<file path="src/rtl/lfsr_ks_sched.sv">
// lfsr_ks_sched: keystream scheduler for the 16-bit filtered-LFSR generator.
// Seeds the generator, discards WARMUP steps, then serves 8-bit keystream
// bytes to two requesters by round-robin.
//
// Parameters:
//   WARMUP     generator steps discarded after every seed load (0..1023)
// Ports:
//   clk, rst   clock, synchronous active-high reset
//   start/seed seed-load request and value (honoured in IDLE and ARB)
//   ready      keystream service available (ARB, GEN, ACK)
//   busy       seeding in progress (LOAD, WARM)
//   req        per-requester byte request, level-sensitive
//   gnt        one-hot grant, held through GEN and ACK
//   ack        one-hot single-cycle byte-delivered strobe
//   data       last delivered byte, MSB = first keystream bit
//   lfsr_load, lfsr_seed, lfsr_step   generator controls
//   ks_bit     generator filter output for its current state
//   seed_fix   sticky: a zero seed was replaced
// Build option:
//   LFSR_KS_ZERO_SEED_GUARD_EN  replace a zero seed by 16'hACE1 and set seed_fix
module lfsr_ks_sched #(
  parameter int unsigned WARMUP = 32
) (
  input  logic        clk,
  input  logic        rst,
  input  logic        start,
  input  logic [15:0] seed,
  output logic        ready,
  output logic        busy,
  input  logic [1:0]  req,
  output logic [1:0]  gnt,
  output logic [1:0]  ack,
  output logic [7:0]  data,
  output logic        lfsr_load,
  output logic [15:0] lfsr_seed,
  output logic        lfsr_step,
  input  logic        ks_bit,
  output logic        seed_fix
);

  typedef enum logic [2:0] {IDLE, LOAD, WARM, ARB, GEN, ACK} state_t;

  localparam logic [9:0] WARM_INIT = 10'(WARMUP);

  state_t      state;
  state_t      state_nxt;
  logic [9:0]  warm_cnt;
  logic [2:0]  bit_cnt;
  logic [6:0]  shift_q;
  logic        ptr;
  logic [1:0]  gnt_q;
  logic [1:0]  gnt_pick;
  logic        seed_take;
  logic [15:0] seed_eff;

`ifdef LFSR_KS_ZERO_SEED_GUARD_EN
  logic seed_fix_q;

  always_ff @(posedge clk) begin
    if (rst) begin
      seed_fix_q <= 1'b0;
    end else if (seed_take && (seed == '0)) begin
      seed_fix_q <= 1'b1;
    end
  end

  assign seed_fix = seed_fix_q;
  assign seed_eff = (seed == '0) ? 16'hACE1 : seed;
`else
  assign seed_fix = 1'b0;
  assign seed_eff = seed;
`endif

  // Pointer only matters under contention; a lone requester always wins.
  always_comb begin
    gnt_pick = req;
    if (req == 2'b11) begin
      gnt_pick = ptr ? 2'b10 : 2'b01;
    end
  end

  always_ff @(posedge clk) begin
    if (rst) begin
      state <= IDLE;
    end else begin
      state <= state_nxt;
    end
  end

  always_comb begin
    state_nxt = state;
    seed_take = 1'b0;
    lfsr_load = 1'b0;
    lfsr_step = 1'b0;
    ready     = 1'b0;
    busy      = 1'b0;
    case (state)
      IDLE: begin
        if (start) begin
          seed_take = 1'b1;
          state_nxt = LOAD;
        end
      end
      LOAD: begin
        lfsr_load = 1'b1;
        busy      = 1'b1;
        state_nxt = (WARMUP == 0) ? ARB : WARM;
      end
      WARM: begin
        lfsr_step = 1'b1;
        busy      = 1'b1;
        if (warm_cnt <= 10'd1) begin
          state_nxt = ARB;
        end
      end
      ARB: begin
        ready = 1'b1;
        // A reseed request takes precedence over any pending byte request.
        if (start) begin
          seed_take = 1'b1;
          state_nxt = LOAD;
        end else if (req != '0) begin
          state_nxt = GEN;
        end
      end
      GEN: begin
        ready     = 1'b1;
        lfsr_step = 1'b1;
        if (bit_cnt == 3'd7) begin
          state_nxt = ACK;
        end
      end
      ACK: begin
        ready     = 1'b1;
        state_nxt = ARB;
      end
      default: state_nxt = IDLE;
    endcase
  end

  always_ff @(posedge clk) begin
    if (rst) begin
      lfsr_seed <= '0;
      warm_cnt  <= '0;
      bit_cnt   <= '0;
      shift_q   <= '0;
      data      <= '0;
      gnt_q     <= '0;
      ptr       <= 1'b0;
    end else begin
      if (seed_take) begin
        lfsr_seed <= seed_eff;
      end
      if (state == LOAD) begin
        warm_cnt <= WARM_INIT;
      end else if ((state == WARM) && (warm_cnt != '0)) begin
        warm_cnt <= warm_cnt - 10'd1;
      end
      if ((state == ARB) && (state_nxt == GEN)) begin
        gnt_q   <= gnt_pick;
        bit_cnt <= '0;
      end
      if (state == GEN) begin
        shift_q <= {shift_q[5:0], ks_bit};
        bit_cnt <= bit_cnt + 3'd1;
        // The eighth bit goes straight into data so the byte is visible
        // in the ACK cycle together with the strobe.
        if (bit_cnt == 3'd7) begin
          data <= {shift_q, ks_bit};
        end
      end
      if (state == ACK) begin
        gnt_q <= '0;
        ptr   <= ~ptr;
      end
    end
  end

  assign gnt = gnt_q;
  assign ack = (state == ACK) ? gnt_q : 2'b00;

endmodule
</file>
<file path="config.mk">
export PLATFORM = sky130hd
export DESIGN_NAME = lfsr_ks_sched
export DESIGN_NICKNAME = d
export VERILOG_FILES = /design/src/rtl/lfsr_ks_sched.sv
export SDC_FILE = /design/constraint.sdc
export NUM_CORES = 1
export LEC_CHECK = 0
export BUFFER_PORTS_ARGS = -buffer_cell sky130_fd_sc_hd__buf_4
export CAP_MARGIN = 20
export CORE_UTILIZATION = 50
export DETAILED_ROUTE_END_ITERATION = 7
export GPL_ROUTABILITY_DRIVEN = 1
export HOLD_SLACK_MARGIN = 0.15
export PLACE_DENSITY = 0.88
export SLEW_MARGIN = 10
export SYNTH_ARGS = -nofsm -noshare
export SYNTH_HDL_FRONTEND = slang
export SYNTH_SLANG_ARGS = --single-unit
</file>
<file path="constraint.sdc">
create_clock -name clk -period 1.98 [get_ports clk]
set_clock_uncertainty 0.05 [all_clocks]
set_input_delay 0 -clock clk [delete_from_list [all_inputs] [get_ports clk]]
set_output_delay 0 -clock clk [all_outputs]
set_load 0.05 [all_outputs]
</file>
==> impl_metrics.tcl <==
set metrics [dict create \
    reg2reg_to "warm_cnt[5]" \
    cts_inserted_buffers 5 \
    netlist_instances 248 \
    cp.arrival_ps 2020 \
    synth-seq-area-share_pct 46.3 \
    grt-ovfl-total 0 \
    max_freq_mhz 542 \
    final.setup.tns_ps 0 \
    clk_path_buf_depth 2 \
    post-route-min-period_ps 1850 \
    maxCapViolCount 0 \
    slew_viol_final 0 \
    antenna_left 0 \
    path_cells "or4_1 > or2_1 > or3_1 > a31oi_1" \
    root_buffer "clkbuf_8" \
    yosys.area.top_type "dfxtp_1" \
    reg2regPathDepth 4 \
    hold_viol 0 \
    fp.dieH_um 67.7 \
    place_congestion 0.864 \
    vias 1977 \
    cts.clk_slew.worst_paths_ps 100 \
    post-route-util_pct 71.1 \
    critical_path_required_ps 2160 \
    avgSynthCellArea_um2 8.71 \
    path_class "reg2reg" \
    fin_crit_sh_pct 93.3 \
    groute.usage.overall_pct 23.8 \
    setup_viol 0 \
    num_antenna_cells 0 \
    grt_start_max_net_pins 42 \
    syn_to_final_growth_pct 34.6 \
    ctsHtreeMaxLevel 2 \
    wl_um 5110 \
    power_density_mw_per_mm2 838 \
    initialDrtViolationCount 121 \
    die_area_mm2 0.00459 \
    dr.pass1.iters 6 \
    syn_nets 274 \
    synth_top_cell_area_share_pct 46.3 \
    p_leak_uw 0.00122 \
    nNetsFinal 344 \
    critPathMaxStageDelay_ps 560 \
    core_mm2 0.00409 \
    critPathLaunchType "register" \
    start_util_pct 52.8 \
    ys_seq_elements 50 \
    r2r_slack_ps 130 \
    peakVddDrop_v 0.000614 \
    avgRoutedWirePerCell_um 13.8 \
    cp_max_fo 5 \
    die_w_um 67.7 \
    syn_area_mm2 0.00216 \
    cts_sinks 50 \
    drc 0 \
    rows 23 \
    synth-edff-count 0 \
    tightest_slew_ps 556 \
    status "complete, no violations" \
    vias_per_cell 5.36 \
    holdCritPathClass "in2reg" \
    cp-end-kind "register" \
    crit_start "warm_cnt[0]" \
    crit_slowest_cell "or4_1" \
    io_buffers 53 \
    cts_tree "done" \
    drive_gt1_share_pct 23.2 \
    ios 55 \
    grt_pass1_wl_um 7970 \
    antenna_found_initial 0 \
    synth_cell_type_count 47 \
    synth.area.top_cells "dfxtp_1 46%, mux2i_1 7.4%, nand2_1 6.6%, a21oi_1 5.8%, nor2_1 5.0%" \
    grt_setup_unrepaired "no" \
    insertion_delay_ps 310 \
    yosysWarnings 0 \
    r2r_start "warm_cnt[0]" \
    max_slew_margin_pct 62.6 \
    synthArstFlopShare_pct 0 \
    place_hpwl_um 3270 \
    synth_top_flop_cell "dfxtp_1" \
    cp-endpoint "warm_cnt[5]" \
    grt_pass1_vias 1747 \
]
cell usage in the layout, fill, tap and decap left out, types with 4 or more instances in the layout:
cell type	Yosys	routed
a21oi_1	25	25
buf_4	1	54
clkbuf_8	1	6
dfxtp_1	50	48
dlygate4sd3_1	0	23
ha_1	4	4
inv_1	6	6
mux2i_1	16	16
nand2_1	38	38
nand3_1	7	7
nor2_1	29	29
o21ai_0	4	4
xor2_1	6	6
layout make-up:
type	instances	area, um^2
clock buffer	6	82.6
clock inverter	2	17.5
fill	310	1180
inverter	6	22.5
multi-input combinational	177	1060
sequential	50	1000
tap	50	62.6
timing repair buffer	78	656
cell families after synthesis:
family / synth area share [%]
AND/OR/NAND/NOR: 24.3
multiplexers: 7.42
XOR/XNOR: 3.24
flip-flops: 46.3
AO/OA/AOI/OAI: 11.6
adder cells (fa/ha/maj): 2.32
other: 0.174
buffers and inverters: 4.58
state kept, by name, indices dropped and copies added (netlist names):
name       count
shift_q        7
bit_cnt        3
data           8
warm_cnt      10
lfsr_seed     16
gnt            2
ptr            1
state          3
report_power, final:
| group | switching (uW) | internal [uW] |
|---|---|---|
| combinational | 401 | 269 |
| sequential | 62.6 | 1060 |
| clock | 351 | 288 |
| total | 815 | 1620 |
critical path, delay by kind of cell, from the launching register on:
| family | cells | cell delay (ps) |
|---|---|---|
| AO/OA/AOI/OAI | 1 | 180 |
| flip-flops | 1 | 370 |
| AND/OR/NAND/NOR | 3 | 1180 |
stage by stage:
step	cell area, um^2	setup WS, ps	instances	power (uW)	hold WS, ps
after floorplan	2160	296	248	1590	83.3
after global routing	2910	19.9	369	2540	419
after detailed placement	2570	193	338	1760	190
after CTS	2900	19.6	369	2430	411
final	2910	134	369	2440	407
after global placement	2570	263	338	1750	181
synth_stat cells, types with 2 or more instances:
master    instances
a31oi_1           2
nor3b_1           3
nor2_1           29
dfxtp_1          50
a21oi_1          25
nor4_1            3
buf_2             4
nor3_1            3
nand2b_1          4
inv_1             6
nand3_1           7
nand4_1           2
and3_1            3
clkbuf_1          8
o21ai_0           4
or3_1             2
xnor2_1           2
ha_1              4
or4_1             2
mux2i_1          16
nand2_1          38
xor2_1            6
worst min path at each step:
stage / startpoint / endpoint / slack, ps / depth (start not counted)
final: seed[12] / lfsr_seed[12] / 410 / 4
after global routing: seed[12] / lfsr_seed[12] / 420 / 4
after CTS: data[5] / data[5] / 410 / 2
after detailed placement: seed[1] / lfsr_seed[1] / 190 / 3
after global placement: seed[6] / lfsr_seed[6] / 180 / 3
after floorplan: ks_bit / data[0] / 80 / 2
what timing repair did:
action	CTS	global route
gates resized for setup	0	3
buffers inserted	0	0
endpoints found under the hold margin	41	0
endpoints found under the setup margin	0	3
hold buffers	23	0
layer usage:
| metal | vias to the layer above | wire [um] | global-route usage (%) |
|---|---|---|---|
| li1 | 985 | - | - |
| met5 | - | 0 | 0 |
| met4 | 0 | 78 | 9.04 |
| met1 | 938 | 2130 | 29.4 |
| met2 | 48 | 2720 | 40.3 |
| met3 | 6 | 175 | 4.56 |
Power figures use the tool's default switching activity.
